[src/rtl/mmc1_pkg.sv]
// mmc1_pkg
// Shared types and constants for the extended MMC1 mapper: board variant
// and register-index enums, the fixed SDRAM base addresses for PRG RAM and
// CHR, the control register power-on value, and a helper that builds
// low-order address masks.

package mmc1_pkg;

   typedef enum logic [1:0] {
      BOARD_GENERIC = 2'd0,
      BOARD_SUROM   = 2'd1,
      BOARD_SOROM   = 2'd2,
      BOARD_SXROM   = 2'd3
   } board_t;

   // Register selected by CPU address bits [14:13] on the fifth serial write
   typedef enum logic [1:0] {
      REG_CONTROL    = 2'd0,
      REG_CHR_BANK_0 = 2'd1,
      REG_CHR_BANK_1 = 2'd2,
      REG_PRG_BANK   = 2'd3
   } reg_sel_t;

   localparam logic [21:0] PRG_RAM_BASE  = 22'h3C0000;
   localparam logic [21:0] CHR_BASE      = 22'h200000;
   localparam logic [4:0]  CONTROL_RESET = 5'b01100;

   // Mask with the low 'width' bits set, used to wrap smaller ROM images
   function automatic logic [21:0] addr_mask(input int width);
      return 22'((64'd1 << width) - 64'd1);
   endfunction

endpackage

[src/rtl/mmc1_serial_loader.sv]
// mmc1_serial_loader
// Serial register loader of the MMC1: filters consecutive CPU write cycles,
// shifts in one data bit per accepted write and commits the fifth bit,
// together with the four stored bits, into one of the four mapper registers.
//
// Ports:
//   clk, reset_n    clock and asynchronous active-low reset
//   ce              one pulse per CPU cycle; nothing changes without it
//   enable          mapper selected; low returns everything to reset state
//   write           CPU write strobe
//   addr_hi         CPU address bits [15:13]
//   din_reset       CPU data bit 7 (loader reset request)
//   din_bit         CPU data bit 0 (serial data)
//   control, chr_bank_0, chr_bank_1, prg_bank   the mapper registers
//   load_count      serial bits accepted so far, 0..4

import mmc1_pkg::*;

module mmc1_serial_loader (
   input  logic       clk,
   input  logic       reset_n,
   input  logic       ce,
   input  logic       enable,
   input  logic       write,
   input  logic [2:0] addr_hi,
   input  logic       din_reset,
   input  logic       din_bit,
   output logic [4:0] control,
   output logic [4:0] chr_bank_0,
   output logic [4:0] chr_bank_1,
   output logic [4:0] prg_bank,
   output logic [2:0] load_count
);

   logic [3:0] shift;
   logic       wr_block;
   logic       accept;
   logic [4:0] commit_value;

   // A write only counts when the previous CPU cycle was not also a write;
   // this drops the second store of a read-modify-write instruction.
   assign accept       = write & addr_hi[2] & ~wr_block;
   assign commit_value = {din_bit, shift};

   // Loader state: a bit-7 write resets the shifter and forces PRG mode 3,
   // otherwise bits collect LSB first and the fifth write commits them.
   always_ff @(posedge clk or negedge reset_n) begin
      if (!reset_n) begin
         shift      <= '0;
         load_count <= '0;
         control    <= CONTROL_RESET;
         chr_bank_0 <= '0;
         chr_bank_1 <= '0;
         prg_bank   <= '0;
         wr_block   <= 1'b0;
      end else if (!enable) begin
         shift      <= '0;
         load_count <= '0;
         control    <= CONTROL_RESET;
         chr_bank_0 <= '0;
         chr_bank_1 <= '0;
         prg_bank   <= '0;
         wr_block   <= 1'b0;
      end else if (ce) begin
         if (accept) begin
            wr_block <= 1'b1;
            if (din_reset) begin
               shift      <= '0;
               load_count <= '0;
               control    <= control | CONTROL_RESET;
            end else if (load_count < 3'd4) begin
               shift[load_count[1:0]] <= din_bit;
               load_count             <= load_count + 3'd1;
            end else begin
               case (reg_sel_t'(addr_hi[1:0]))
                  REG_CONTROL:    control    <= commit_value;
                  REG_CHR_BANK_0: chr_bank_0 <= commit_value;
                  REG_CHR_BANK_1: chr_bank_1 <= commit_value;
                  REG_PRG_BANK:   prg_bank   <= commit_value;
                  default:        control    <= commit_value;
               endcase
               shift      <= '0;
               load_count <= '0;
            end
         end else if (!write) begin
            wr_block <= 1'b0;
         end
      end
   end

endmodule

[src/rtl/mmc1_ext_mapper.sv]
// mmc1_ext_mapper
// Extended MMC1 mapper (SxROM, SUROM, SOROM, SXROM). Translates CPU and PPU
// addresses into linear SDRAM addresses and drives nametable A10 / VRAM CE.
// All register state lives in mmc1_serial_loader; this level is pure decode.
//
// Ports:
//   clk, reset_n   clock and asynchronous active-low reset
//   ce             M2 clock enable, one pulse per CPU cycle
//   enable         mapper selected; low acts as synchronous reset
//   prg_ain        CPU address;  prg_write / prg_din  CPU write strobe / data
//   chr_ain        PPU address;  chr_ram  cart uses CHR RAM
//   prg_aout       linear PRG address;  prg_allow / prg_open_bus  access control
//   chr_aout       linear CHR address;  chr_allow  CHR write permitted
//   vram_a10       nametable A10;  vram_ce  route to internal VRAM
//   load_count     serial bits accepted so far

import mmc1_pkg::*;

module mmc1_ext_mapper #(
   parameter int PRG_ROM_AW = 19,
   parameter int CHR_AW     = 17,
   parameter int MMC1A      = 0,
   parameter int BOARD      = 0
) (
   input  logic        clk,
   input  logic        reset_n,
   input  logic        ce,
   input  logic        enable,
   input  logic [15:0] prg_ain,
   input  logic        prg_write,
   input  logic [7:0]  prg_din,
   input  logic [13:0] chr_ain,
   input  logic        chr_ram,
   output logic [21:0] prg_aout,
   output logic        prg_allow,
   output logic        prg_open_bus,
   output logic [21:0] chr_aout,
   output logic        chr_allow,
   output logic        vram_a10,
   output logic        vram_ce,
   output logic [2:0]  load_count
);

   localparam board_t      BOARD_SEL  = board_t'(BOARD[1:0]);
   // The large-board variants only carry 8 KB of CHR; their CHR bank bits
   // are repurposed for PRG ROM / PRG RAM banking.
   localparam int          EFF_CHR_AW = (BOARD_SEL == BOARD_GENERIC) ? CHR_AW : 13;
   localparam logic [21:0] PRG_MASK   = addr_mask(PRG_ROM_AW);
   localparam logic [21:0] CHR_MASK   = addr_mask(EFF_CHR_AW);
   localparam logic        RAM_DISABLE_USED = (MMC1A == 0);

   logic [4:0]  control;
   logic [4:0]  chr_bank_0;
   logic [4:0]  chr_bank_1;
   logic [4:0]  prg_bank;
   logic [3:0]  prg_sel;
   logic        prg_outer;
   logic [1:0]  ram_bank;
   logic [21:0] rom_addr;
   logic [21:0] ram_addr;
   logic [4:0]  chr_sel;
   logic        din_unused;

   assign din_unused = ^prg_din[6:1];

   mmc1_serial_loader loader (
      .clk        (clk),
      .reset_n    (reset_n),
      .ce         (ce),
      .enable     (enable),
      .write      (prg_write),
      .addr_hi    (prg_ain[15:13]),
      .din_reset  (prg_din[7]),
      .din_bit    (prg_din[0]),
      .control    (control),
      .chr_bank_0 (chr_bank_0),
      .chr_bank_1 (chr_bank_1),
      .prg_bank   (prg_bank),
      .load_count (load_count)
   );

   // 16 KB PRG bank selection: 32 KB mode ignores bank bit 0; modes 2 and 3
   // fix the first or last bank and switch the other half.
   always_comb begin
      prg_sel = '0;
      case (control[3:2])
         2'b10:   prg_sel = prg_ain[14] ? prg_bank[3:0] : 4'h0;
         2'b11:   prg_sel = prg_ain[14] ? 4'hF : prg_bank[3:0];
         default: prg_sel = {prg_bank[3:1], prg_ain[14]};
      endcase
   end

   // SUROM/SXROM use CHR bank 0 bit 4 as the 256 KB outer PRG ROM bank;
   // SOROM/SXROM use CHR bank 0 bits [3:2] to bank the 8 KB PRG RAM.
   always_comb begin
      prg_outer = 1'b0;
      ram_bank  = 2'b00;
      case (BOARD_SEL)
         BOARD_SUROM: prg_outer = chr_bank_0[4];
         BOARD_SOROM: ram_bank  = {1'b0, chr_bank_0[3]};
         BOARD_SXROM: begin
            prg_outer = chr_bank_0[4];
            ram_bank  = chr_bank_0[3:2];
         end
         default: ;
      endcase
   end

   assign rom_addr = {3'b000, prg_outer, prg_sel, prg_ain[13:0]} & PRG_MASK;
   assign ram_addr = PRG_RAM_BASE | {7'b0, ram_bank, prg_ain[12:0]};

   // CPU region decode: ROM at $8000+, RAM at $6000-$7FFF, nothing below.
   // The RAM disable bit of prg_bank only exists on MMC1B and later.
   always_comb begin
      prg_aout     = '0;
      prg_allow    = 1'b0;
      prg_open_bus = 1'b0;
      if (prg_ain[15]) begin
         prg_aout  = rom_addr;
         prg_allow = ~prg_write;
      end else if (prg_ain[14:13] == 2'b11) begin
         prg_aout = ram_addr;
         if (prg_bank[4] && RAM_DISABLE_USED) begin
            prg_open_bus = 1'b1;
         end else begin
            prg_allow = 1'b1;
         end
      end
   end

   // CHR: 8 KB mode ignores bank 0 bit 0; 4 KB mode picks a bank per half
   assign chr_sel   = control[4] ? (chr_ain[12] ? chr_bank_1 : chr_bank_0)
                                 : {chr_bank_0[4:1], chr_ain[12]};
   assign chr_aout  = CHR_BASE | ({5'b0, chr_sel, chr_ain[11:0]} & CHR_MASK);
   assign chr_allow = chr_ram;
   assign vram_ce   = chr_ain[13];

   // Mirroring: one-screen low/high, vertical, horizontal
   always_comb begin
      vram_a10 = 1'b0;
      case (control[1:0])
         2'b00:   vram_a10 = 1'b0;
         2'b01:   vram_a10 = 1'b1;
         2'b10:   vram_a10 = chr_ain[10];
         default: vram_a10 = chr_ain[11];
      endcase
   end

endmodule

[config.mk]
export PLATFORM = sky130hd
export DESIGN_NAME = mmc1_ext_mapper
export DESIGN_NICKNAME = d
export VERILOG_FILES = /design/src/rtl/mmc1_pkg.sv /design/src/rtl/mmc1_serial_loader.sv /design/src/rtl/mmc1_ext_mapper.sv
export SDC_FILE = /design/constraint.sdc
export NUM_CORES = 1
export LEC_CHECK = 0
export BUFFER_PORTS_ARGS = -buffer_cell sky130_fd_sc_hd__buf_4
export CAP_MARGIN = 20
export CORE_UTILIZATION = 35
export DETAILED_ROUTE_END_ITERATION = 6
export MAX_ROUTING_LAYER = met4
export PLACE_DENSITY_LB_ADDON = 0.15
export SETUP_SLACK_MARGIN = 0.5
export SYNTH_ARGS = -nofsm -noshare
export SYNTH_HDL_FRONTEND = slang
export SYNTH_SLANG_ARGS = --single-unit
[constraint.sdc]
create_clock -name clk -period 1.8 [get_ports clk]
set_clock_uncertainty 0.2 [all_clocks]
set_input_delay 0.36 -clock clk [delete_from_list [all_inputs] [get_ports clk]]
set_output_delay 0.36 -clock clk [all_outputs]
set_load 0.01 [all_outputs]
Yosys cells after proc, flatten, opt, wreduce, memory -nomap -nowiden
Index checks and enable logic that the tools add are counted.
Widths: inputs -> output; s select.
Cells by class
  add/sub/neg operators: 1
  $lt $le $gt $ge: 3
  eq/ne operators: 18
  mux-type cells: 55
  bitwise logic cells: 4
  reductions and logical operators: 10
Operators by type and width (number)
  $mux 5: 26
  $mux 22: 2
  $mux 4: 7
  $reduce_and 5->1: 4
  $mux 3: 5
  $mux 1: 11
  $eq 2x2->1 const B: 5
  $ne 2x1->1 const B: 5
  $pmux 4 s2: 1
  $ne 2x2->1 const B: 3
  $bwmux 4: 1
  $eq 2x1->1 const B: 2
  $logic_not 2->1: 2
  $reduce_and 2->1: 2
  $reduce_and 4->1: 1
  $add 3x1->3 const B: 1
  $lt 2x3->1 const B: 1
  $lt 3x3->1 const B: 1
  $ne 3x1->1 const B: 1
  $ne 3x2->1 const B: 1
  $ne 3x3->1 const B: 1
  $pmux 1 s3: 1
  $and 1x1->1: 2
  $demux 1 s2: 1
  3 further kinds: 4
Word-level totals
  register bits: 28
  output and inout bits: 52

Longest topological paths before layout
  depth in word-level cells: 10
  mapped depth: 4
  gate-level depth less buffers: 4

Cells and area by module
Synthesis repeated with hierarchy kept, for this count alone.
Second synthesis, totals
  cells, all modules: 195
  area, all modules: 1900.6 um2
By module, submodules not included
  mmc1_serial_loader: instances 1, cells each 121, area an instance 1405.1 um2, sequential area each 703.2 um2
  mmc1_ext_mapper: instances 1, cells each 74, area an instance 495.5 um2, sequential area each 0.0 um2

Worst setup path before layout
Ideal clock, no wire load.
  path type: input port to output port
  start point: in prg_ain[13]
  end point: out prg_open_bus
  arrival time: 1.197 ns
  slack: 0.043 ns
  stages on the path: 4
  buffers on the path: 1
  path through: buf_2 > nand2_1 > nor2_1 > and2_1
Between the ends
  longest elaborated chain between the ends: 3
Ends and longest elaborated chain
  from (decl): RTL line mmc1_ext_mapper.sv:29  | input logic [15:0] prg_ain,
  $eq 2x2->1: RTL line mmc1_ext_mapper.sv:121  | end else if (prg_ain[14:13] == 2'b11) begin
  $mux 1: RTL line mmc1_ext_mapper.sv:121
  $mux 1: RTL line mmc1_ext_mapper.sv:118  | if (prg_ain[15]) begin
  to (decl): RTL line mmc1_ext_mapper.sv:36  | output logic prg_open_bus,
Every way passes these cells.

Worst setup path after layout
  start point: reg loader.control[3]
  end point: out prg_aout[17]
Between the ends
  longest elaborated chain between the ends: 3
Ends and longest elaborated chain
  from (decl): RTL line mmc1_serial_loader.sv:28  | output logic [4:0] control,
  from (signal assigned): RTL line mmc1_serial_loader.sv:70  | control <= control | CONTROL_RESET;
  from (signal assigned): RTL line mmc1_serial_loader.sv:76  | REG_CONTROL: control <= commit_value;
  from (signal assigned): RTL line mmc1_serial_loader.sv:80  | default: control <= commit_value;
  $eq 2x2->1: RTL line mmc1_ext_mapper.sv:86  | case (control[3:2])
  $pmux 4 s2 *: RTL line mmc1_ext_mapper.sv:86
  $mux 22 *: RTL line mmc1_ext_mapper.sv:118
  to (decl): RTL line mmc1_ext_mapper.sv:34  | output logic [21:0] prg_aout,
Every way passes the cells marked *; elsewhere a longest branch is shown, timed or not.

==> summary.md <==
| Metric | Value |
|---|---|
| Final net count | `319` |
| H-tree depth | `1` |
| Crit path cell chain | `and2_4 > o21ai_2 > a21boi_2 > buf_4` |
| Number of global-route vias before repair | `1656` |
| PnR worst setup slack | `-90.0 ps` |
| Worst Setup Start Kind | `register` |
| Vias per cell | `4.76` |
| Chip Width | `76.0 um` |
| Ports | `96` |
| WP data arrival | `1330 ps` |
| Gp weighted congestion | `0.676` |
| Num CTS Buffers | `3` |
| Final Max Slew Viols | `0` |
| Ant. Diodes | `0` |
| Failing checks | `setup timing` |
| Clock buffer depth | `2` |
| Synth top area cells | `dfrtp_1, mux2i_1, buf_4` |
| Post-route cell area | `0.00307 mm^2` |
| Hold_ws | `134 ps` |
| Placed Area | `0.00242 mm^2` |
| Filler cells | `434` |
| Max Cap Viol | `0` |
| Min Tclk post-route | `1890 ps` |
| Synth top area share | `0.339` |
| Multi-input gate area | `0.00125 mm^2` |
| Yosys warning count | `0` |
| Avg Cell Area, Syn | `9.50 um^2` |
| Layout Area Growth over Synthesis | `60.1%` |
| Die height | `76.0 um` |
| Worst Path Required | `1240 ps` |
| P_leak | `1.53 nW` |
| Crit path max-delay cell type | `dfstp_2` |
| Max VDD drop | `414 uV` |
| DR iter-0 viols | `85` |
| IO buf count | `60` |
| Mapped cell area | `0.00192 mm^2` |
| Worst path max stage delay | `590 ps` |
| Tcrit/Tclk final | `1.05` |
| Worst-path maximum fanout | `5` |
| First-pass GRT wire length | `8090 um` |
| Drt pass-1 iters | `4` |
| Final setup vio count | `8` |
| Gr usage total | `0.177` |
| # rows | `26` |
| Buf/Inv on CP | `1` |
| Worst-path clk slew | `100 ps` |
| DRC viols | `0` |
| Clk_lat worst skew | `280 ps` |
| Synth Instances | `202` |
| Library cells used by synthesis | `36` |
| Sequential Area | `706 um^2` |
| Crit end category | `primary output` |
| Post-Route WL | `4950 um` |
| Post-route ant nets | `0` |
| Synthesized flop and latch total | `28` |
| Max Clk Rate | `529 MHz` |
| RSZ-0062 raised after global routing | `true` |
| Root buffer cell | `clkbuf_8` |
| Initial Utilization | `0.369` |
| Post-DP HPWL | `3140 um` |
| Vias | `1619` |
| Power Density | `492 mW/mm^2` |
| Congestion Overflow GR | `0` |
| Die ar. | `0.00578 mm^2` |
| Initial antenna violation count | `0` |
| Final hold violation count | `0` |
| Total core area | `0.00520 mm^2` |
| Kind of critical path | `register to primary output` |
| Sum Neg Setup Slack | `-421 ps` |
| Sequential cell area fraction in the yosys report | `0.367` |
| Clock sink count | `28` |
| CTS tree | `built` |
| DR WL/cell | `14.6 um` |
| Share of layout cells above drive strength 1 | `0.556` |
| Worst hold path type | `input pin to register` |
| Worst slack, placed | `102 ps` |
| Synth area leader | `dfrtp_1` |
| Largest net degree at the start of global routing | `29` |
| Status | `complete, but fails checks` |
| CP top delay family | `flip-flops` |
==> stage by stage <==
step | cells | util | total power [W]
6_report | 340 | 0.590 | 0.00151
5_1_grt | 340 | 0.590 | 0.00158
4_1_cts | 335 | 0.571 | 0.00151
3_5_place_dp | 309 | 0.466 | 0.000914
3_3_place_gp | 309 | 0.466 | 0.000912
2_1_floorplan | 205 | - | 0.000829
==> worst register-to-register path, cell delays in order, from the launching register on <==
cell and delay [ps]:
dfrtp_1 400, nand4b_4 240, nor4b_4 380, mux2i_1 240
==> power breakdown <==
group | switching (W) | internal [W] | leakage, nW
clock network | 0.000211 | 0.000298 | 0.0357
registers | 0.00000257 | 0.000631 | 0.380
logic | 0.000164 | 0.000204 | 1.11
total | 0.000378 | 0.00113 | 1.53
==> state kept, by name, indices dropped and copies added (netlist names) <==
name / cells
loader.chr_bank_0: 5
loader.shift: 4
loader.wr_block: 1
loader.chr_bank_1: 5
loader.prg_bank: 5
loader.load_count: 3
loader.control: 5
==> cell usage after synthesis (all sizes together) <==
| master | n |
|---|---|
| or3b | 2 |
| mux2 | 4 |
| a21boi | 7 |
| nor3b | 2 |
| nand2b | 2 |
| nor3 | 3 |
| o21ai | 5 |
| dfstp | 2 |
| nor2b | 15 |
| a22o | 2 |
| mux2i | 18 |
| o31ai | 3 |
| inv | 7 |
| conb | 2 |
| nand3 | 3 |
| nor4 | 2 |
| buf | 27 |
| nand4b | 3 |
| a21o | 1 |
| a31oi | 2 |
| nor4b | 1 |
| dfrtp | 26 |
| o2bb2ai | 2 |
| clkbuf | 3 |
| and4b | 1 |
| and2 | 3 |
| a221o | 2 |
| nor2 | 9 |
| nand2 | 35 |
| ha | 4 |
| a21oi | 4 |
==> cells in the final DEF, fill, tap and decap left out, drive strengths merged <==
cell         synthesis  routed
nor2                 9       9
clkbuf               3       4
nor3                 3       3
buf                 27      89
o2bb2ai              2       2
bufinv               0       1
a31oi                2       2
o21ai                5       5
mux2i               18      18
nor4                 2       2
a21oi                4       4
o31ai                3       3
a22o                 2       2
nor2b               15      15
dfrtp               26      26
ha                   4       4
nor4b                1       1
a21boi               7       7
nand3                3       3
nand2b               2       2
inv                  7       7
nand2               35      35
dfstp                2       2
nor3b                2       2
a21o                 1       1
mux2                 4       4
and4b                1       1
a221o                2       2
or3b                 2       2
and2                 3       3
dlygate4sd3          0       1
nand4b               3       3
conb                 2       5
==> worst paths after layout <==
check	depth (start not counted)	slack, ps	end	from
max	4	-90	prg_aout[17]	loader.control[3]
min	3	130	loader.control[4]	prg_din[0]
max reg2reg	3	250	loader.control[0]	loader.wr_block
min reg2reg	1	340	loader.shift[0]	loader.shift[0]
max in group asynchronous	2	750	loader.control[3]	reset_n
min in group asynchronous	2	330	loader.prg_bank[2]	reset_n
==> per-layer routing <==
| layer | up-vias | part of all wire | global-route usage |
|---|---|---|---|
| li1 | 796 | - | - |
| met3 | 4 | 0.029 | 0.0347 |
| met1 | 794 | 0.46 | 0.226 |
| met4 | 0 | 0.0038 | 0.0404 |
| met5 | - | 0 | - |
| met2 | 25 | 0.51 | 0.292 |
==> kinds of logic after synthesis <==
group	Yosys count	share of synthesized area
simple gates	81	0.263
buf+inv	37	0.121
compound gates	28	0.102
flops	28	0.367
fa+ha+maj	4	0.0261
other cells	2	0.00392
mux	22	0.117
==> final cells by class <==
class                           count  share of cell area
Clock inverter                      1             0.00978
Multi-Input combinational cell    140               0.407
Sequential cell                    28               0.230
Timing Repair Buffer               91               0.303
Inverter                            7             0.00855
Tap cell                           70              0.0285
Clock buffer                        3              0.0134
==> timing repair <==
item / in CTS / in global routing
resized for setup: 69 / 16
hold endpoints to repair: 26 / 0
gates cloned: 1 / 0
buffers inserted: 20 / 5
hold buffers: 1 / 0
endpoints found under the setup margin: 60 / 60
pin swaps: 17 / 9
Note: power is estimated with default switching activity, not from simulation.
